$ cat config.mk
export PLATFORM = sky130hd
export DESIGN_NAME = enemy_control
export DESIGN_NICKNAME = d
export VERILOG_FILES = /design/src/rtl/enemy_pkg.sv /design/src/rtl/enemy_control.sv
export SDC_FILE = /design/constraint.sdc
export NUM_CORES = 1
export LEC_CHECK = 0
export CAP_MARGIN = 20
export CORE_AREA = 4 4 58 60
export CTS_CLUSTER_SIZE = 30
export DETAILED_ROUTE_END_ITERATION = 10
export DIE_AREA = 0 0 62 64
export GPL_TIMING_DRIVEN = 0
export PLACE_DENSITY = 0.72
export SETUP_SLACK_MARGIN = 0.3
export SLEW_MARGIN = 20
export SYNTH_ARGS = -nofsm -noshare
export SYNTH_HDL_FRONTEND = slang
export SYNTH_SLANG_ARGS = --single-unit
$ cat constraint.sdc
create_clock -name clock -period 1.5 [get_ports clock]
set_input_delay 0.15 -clock clock [delete_from_list [all_inputs] [get_ports clock]]
set_output_delay 0.15 -clock clock [all_outputs]
set_load 0.005 [all_outputs]
$ cat src/rtl/enemy_pkg.sv
`default_nettype none
// ============================================================================
// Module      : enemy_pkg
// Description : Shared types for the enemy sequencer and the enemy datapath:
//               sequencer state encoding, movement direction codes, counter
//               widths and a small phase-decode helper.
// Revision    : 1.0 - initial release
// ============================================================================
package enemy_pkg;

    // Sequencer states; the numeric encoding is visible to debug tooling.
    typedef enum logic [2:0] {
        ST_INIT  = 3'd0,
        ST_IDLE  = 3'd1,
        ST_GEN   = 3'd2,
        ST_CHECK = 3'd3,
        ST_APPLY = 3'd4,
        ST_REQ   = 3'd5,
        ST_DRAW  = 3'd6,
        ST_DONE  = 3'd7
    } state_t;

    // Direction codes understood by single_enemy.
    typedef enum logic [2:0] {
        DIR_UP    = 3'd2,
        DIR_DOWN  = 3'd3,
        DIR_LEFT  = 3'd4,
        DIR_RIGHT = 3'd5
    } dir_t;

    localparam int CNT_W = 4;   // frame divider and CHECK dwell counter
    localparam int WD_W  = 9;   // DRAW watchdog counter

    // The VGA write path is requested from REQ until DRAW finishes.
    function automatic logic holds_vga(input state_t s);
        return (s == ST_REQ) || (s == ST_DRAW);
    endfunction

endpackage : enemy_pkg
`default_nettype wire

$ cat src/rtl/enemy_control.sv
`default_nettype none
// ============================================================================
// Module      : enemy_control
// Description : Per-enemy frame sequencer. Emits one-hot phase strobes to
//               single_enemy, requests the shared VGA path, paces movement
//               against the frame tick and flags overrun / stuck draws.
// Revision    : 1.0 - initial release
// ============================================================================
module enemy_control
    import enemy_pkg::*;
#(
    parameter int CHECK_CYCLES = 2,
    parameter int MOVE_DIV     = 2,
    parameter int DRAW_TIMEOUT = 300
) (
    input  logic clock,
    input  logic reset,
    input  logic frame_tick,
    input  logic enable,
    input  logic draw_grant,
    input  logic draw_done,
    output logic init,
    output logic idle,
    output logic gen_move,
    output logic apply_move,
    output logic draw,
    output logic draw_req,
    output logic cycle_done,
    output logic frame_overrun,
    output logic draw_timeout
);

    localparam logic [CNT_W-1:0] CHK_LAST = CNT_W'(CHECK_CYCLES - 1);
    localparam logic [CNT_W-1:0] FC_LAST  = CNT_W'(MOVE_DIV - 1);
    localparam logic [WD_W-1:0]  WD_LAST  = WD_W'(DRAW_TIMEOUT - 1);

    state_t           state;
    state_t           state_nxt;
    logic             started;     // low only until the first edge after reset
    logic             pending;     // one frame tick waiting to be served
    logic             leave_idle;
    logic             wd_expire;
    logic [CNT_W-1:0] frame_cnt;
    logic [CNT_W-1:0] chk_cnt;
    logic [WD_W-1:0]  wd_cnt;

    // Next-state decode; also flags the IDLE exit and the watchdog abort.
    always_comb begin
        state_nxt  = state;
        leave_idle = 1'b0;
        wd_expire  = 1'b0;
        case (state)
            ST_INIT:  if (started) state_nxt = ST_IDLE;
            ST_IDLE: begin
                if (enable && (frame_tick || pending)) begin
                    leave_idle = 1'b1;
                    state_nxt  = (frame_cnt == '0) ? ST_GEN : ST_REQ;
                end
            end
            ST_GEN:   state_nxt = ST_CHECK;
            ST_CHECK: if (chk_cnt == CHK_LAST) state_nxt = ST_APPLY;
            ST_APPLY: state_nxt = ST_REQ;
            ST_REQ:   if (draw_grant) state_nxt = ST_DRAW;
            ST_DRAW: begin
                if (draw_done) begin
                    state_nxt = ST_DONE;
                end else if (wd_cnt == WD_LAST) begin
                    wd_expire = 1'b1;
                    state_nxt = ST_DONE;
                end
            end
            ST_DONE:  state_nxt = ST_IDLE;
            default:  state_nxt = ST_INIT;
        endcase
    end

    // State, counters, sticky flags and strobes registered from next state.
    always_ff @(posedge clock or negedge reset) begin
        if (!reset) begin
            state         <= ST_INIT;
            started       <= 1'b0;
            pending       <= 1'b0;
            frame_cnt     <= '0;
            chk_cnt       <= '0;
            wd_cnt        <= '0;
            init          <= 1'b0;
            idle          <= 1'b0;
            gen_move      <= 1'b0;
            apply_move    <= 1'b0;
            draw          <= 1'b0;
            draw_req      <= 1'b0;
            cycle_done    <= 1'b0;
            frame_overrun <= 1'b0;
            draw_timeout  <= 1'b0;
        end else begin
            started    <= 1'b1;
            state      <= state_nxt;
            init       <= (state_nxt == ST_INIT);
            idle       <= (state_nxt == ST_IDLE);
            gen_move   <= (state_nxt == ST_GEN);
            apply_move <= (state_nxt == ST_APPLY);
            draw       <= (state_nxt == ST_DRAW);
            draw_req   <= holds_vga(state_nxt);
            cycle_done <= (state_nxt == ST_DONE);

            // Dwell counters restart whenever their state is not occupied.
            chk_cnt <= (state == ST_CHECK) ? chk_cnt + 1'b1 : '0;
            wd_cnt  <= (state == ST_DRAW)  ? wd_cnt + 1'b1  : '0;

            // A tick on the IDLE exit cycle is absorbed by that exit.
            if (leave_idle) begin
                frame_cnt <= (frame_cnt == FC_LAST) ? '0 : frame_cnt + 1'b1;
                pending   <= 1'b0;
            end else if (frame_tick && (state != ST_IDLE)) begin
                if (pending) frame_overrun <= 1'b1;
                else         pending       <= 1'b1;
            end

            if (wd_expire) draw_timeout <= 1'b1;
        end
    end

endmodule : enemy_control
`default_nettype wire

==> metrics.yaml <==
async_reset_ff_frac: 1.000
required_ps: 1770
fmax_mhz: 607.9
core.rowCount: 20
finalWirelength_um: 2983
insertion_delay_ps: 330
synth_xor_area_frac: 0.07735
violations: "negative setup slack"
grt_pass1_vias: 1086
die_w_um: 62
yosysTopAreaCell: "dfrtp_1"
max_stage_delay_ps: 360
cts_made_buffers: 5
syn_inst: 125
vias_per_cell: 5.197
synthAdderAreaFrac: 0.02762
post-place-ws_ps: -395.5
initial_utilization: 0.4641
critPathTopFamily: "compound AO/OA/AOI/OAI gates"
power_leakage_nw: 0.8881
io_pins: 15
ys_warn_count: 0
hold_path.class: "input pin to async pin"
ant_nets: 0
port_buffers: 14
cts_htree_levels: 2
drc: 0
synth_compound_area_frac: 0.08011
grt_antenna_before_repair: 0
max_slew.worst_pin.slew_ps: 688.5
synth.net_count: 134
path_buf_inv: 2
critPathLaunchType: "flop"
synthSimpleGateAreaFrac: 0.2099
grt_use_total: 0.1622
antenna_cells: 0
synth_top_family_by_area: "simple AND/OR/NAND/NOR gates"
globalplace.congestion: 0.7699
area_delta_synth_final_pct: 41.80
synthMuxAreaShare: 0
core-area_mm2: 0.002928
finalMaxSlewViolations: 0
critical_path_depth: 8
cts_tree: "done"
setup_violations: 10
rsz0062_at_grt: "true"
fin_crit_ps: 1645
critPathMaxFanout: 3
drive_gt1_frac: 0.3765
final.setup.worst_slack_ps: -145.0
cts.sinks: 31
wl_per_cell_um: 14.69
utilization: 0.6581
synth-edff-count: 0
hold_viol_final: 0
synth_seq_cells: 31
cp_slowest_cell: "dfrtp_1"
cap_violations: 0
netlist_area_mm2: 0.001359
r2r_cells: 8
synthFlopType: "dfrtp_1"
peakVddDrop_mv: 1.031
clk_pin_slew_worst_paths_ps: 90
ys_top_cells_by_area: "dfrtp_1, nor2_1, xnor2_1"
min_period_over_period: 1.097
die_h_um: 64
grt_start_max_net_pins: 32
maxSlewHeadroom: 0.5410
ys_seq_area_frac: 0.5709
nFillCells: 245
criticalPathCategory: "flop to flop"
fin_nets: 178
dr.pass1.iters: 4
dpl.hpwl_um: 1739
status: "complete, but fails checks"
drtIter0Drc: 28
root_buffer: "clkbuf_4"
clk_path_buf_depth: 2
design.die.area_mm2: 0.003968
yosysUniqueCellTypes: 37
grt_pass1_wl_um: 4588
syn-mean-instance-area_um2: 10.87
overflow: 0
fin_skew_ps: 5.498
vias: 1055
cp.arrival_ps: 1920
synth_top_area_frac: 0.5709
crit_path_end_kind: "flop"
power-per-cell-area_mw_per_mm2: 1509
cp_cell_sequence: "inv_1, ha_2, nor3b_4, buf_4, a21o_1, o211a_1, a211o_1, a21oi_2"
==> sequential cells by signal (all words and copies together), names as in the netlist <==
signal         count
init               1
cycle_done         1
chk_cnt            4
state              3
frame_overrun      1
started            1
frame_cnt          4
draw_timeout       1
draw               1
apply_move         1
pending            1
gen_move           1
idle               1
draw_req           1
wd_cnt             9
==> where the power goes <==
group | total, W | switching (W) | internal, W
clock network | 0.000551 | 0.000275 | 0.000276
logic | 0.00131 | 0.000626 | 0.000682
registers | 0.00105 | 0.0000717 | 0.000977
==> cells in the mapped netlist (3+ instances only) <==
master / n
and3_1: 3
xnor2_1: 6
inv_1: 6
nor2_1: 23
ha_1: 3
nand2_1: 4
dfrtp_1: 31
xor2_1: 6
nand3_1: 7
nand2b_1: 3
==> timing repair <==
item | 4_1_cts | 5_1_grt
gates resized for setup | 20 | 22
pin swaps | 5 | 11
setup endpoints to repair | 33 | 24
hold buffers | 1 | 0
endpoints found under the hold margin | 31 | 0
setup buffers | 16 | 6
==> metal layers <==
layer / up-vias / global-route usage / share of wire
met5: - / 0 / 0
met4: 0 / 0.07958 / 0.030
met3: 9 / 0.06869 / 0.041
met2: 18 / 0.2824 / 0.58
met1: 516 / 0.1556 / 0.35
li1: 512 / - / -
==> stage by stage <==
| stage | power [W] | area, um^2 | hold slack, ps | std cells | TNS, ps |
|---|---|---|---|---|---|
| global route | 0.003089 | 1927 | 446.9 | 203 | -1696 |
| detailed placement | 0.001987 | 1555 | 228.3 | 172 | -1220 |
| finish | 0.002907 | 1927 | 395.8 | 203 | -893.2 |
| floorplan | 0.001727 | 1379 | -145.6 | 125 | -171.2 |
| global placement | 0.001945 | 1560 | 427.8 | 172 | -8031 |
| CTS | 0.002727 | 1785 | 399.9 | 197 | -453.6 |
==> final timing paths <==
check,startpoint,endpoint,slack (ps)
worst max-delay path,chk_cnt[1]$_DFF_PN0_,draw_req$_DFF_PN0_,-140
worst min-delay path,reset,wd_cnt[8]$_DFF_PN0_,400
worst max register to register,chk_cnt[1]$_DFF_PN0_,draw_req$_DFF_PN0_,-140
worst min register to register,started$_DFF_PN0_,init$_DFF_PN0_,460
max in group asynchronous,reset,state[2]$_DFF_PN0_,630
min in group clock,started$_DFF_PN0_,init$_DFF_PN0_,460
==> final cells by class <==
cell class / instances / area, um^2 / area share
sequential: 31 / 777.0 / 0.4032
multi-input combinational: 85 / 673.1 / 0.3494
timing repair buffer: 37 / 317.8 / 0.1649
clock buffer: 8 / 68.82 / 0.03571
tap: 33 / 41.29 / 0.02143
buffer: 3 / 26.28 / 0.01364
inverter: 6 / 22.52 / 0.01169
==> cells by family (layout without fill, tap and decap cells) <==
logic type	after synthesis	after routing
flops	31	31
simple gates	54	54
xor+xnor	12	12
other cells	1	1
compound gates	15	15
buf+inv	9	54
fa+ha+maj	3	3
==> layout by cell type, fill, tap and decap left out, types with 2 or more instances in the layout <==
cell             netlist  layout
xor2_1                 6       6
and3_4                 0       3
nor3_2                 1       2
nand4_1                2       2
dfrtp_1               31      30
xnor2_1                6       6
dlygate4sd2_1          0       9
nand2b_1               3       3
nand3b_1               2       2
clkbuf_8               0       2
nand3_1                7       2
nand3_2                0       5
nand2_1                4       3
buf_4                  0      18
clkbuf_4               0       6
buf_6                  1       6
a21o_1                 2       2
nor2b_1                2       2
clkdlybuf4s50_1        0       4
a21oi_2                1       3
nor2_1                23      21
inv_1                  6       6
(Power assumes the default switching activity.)
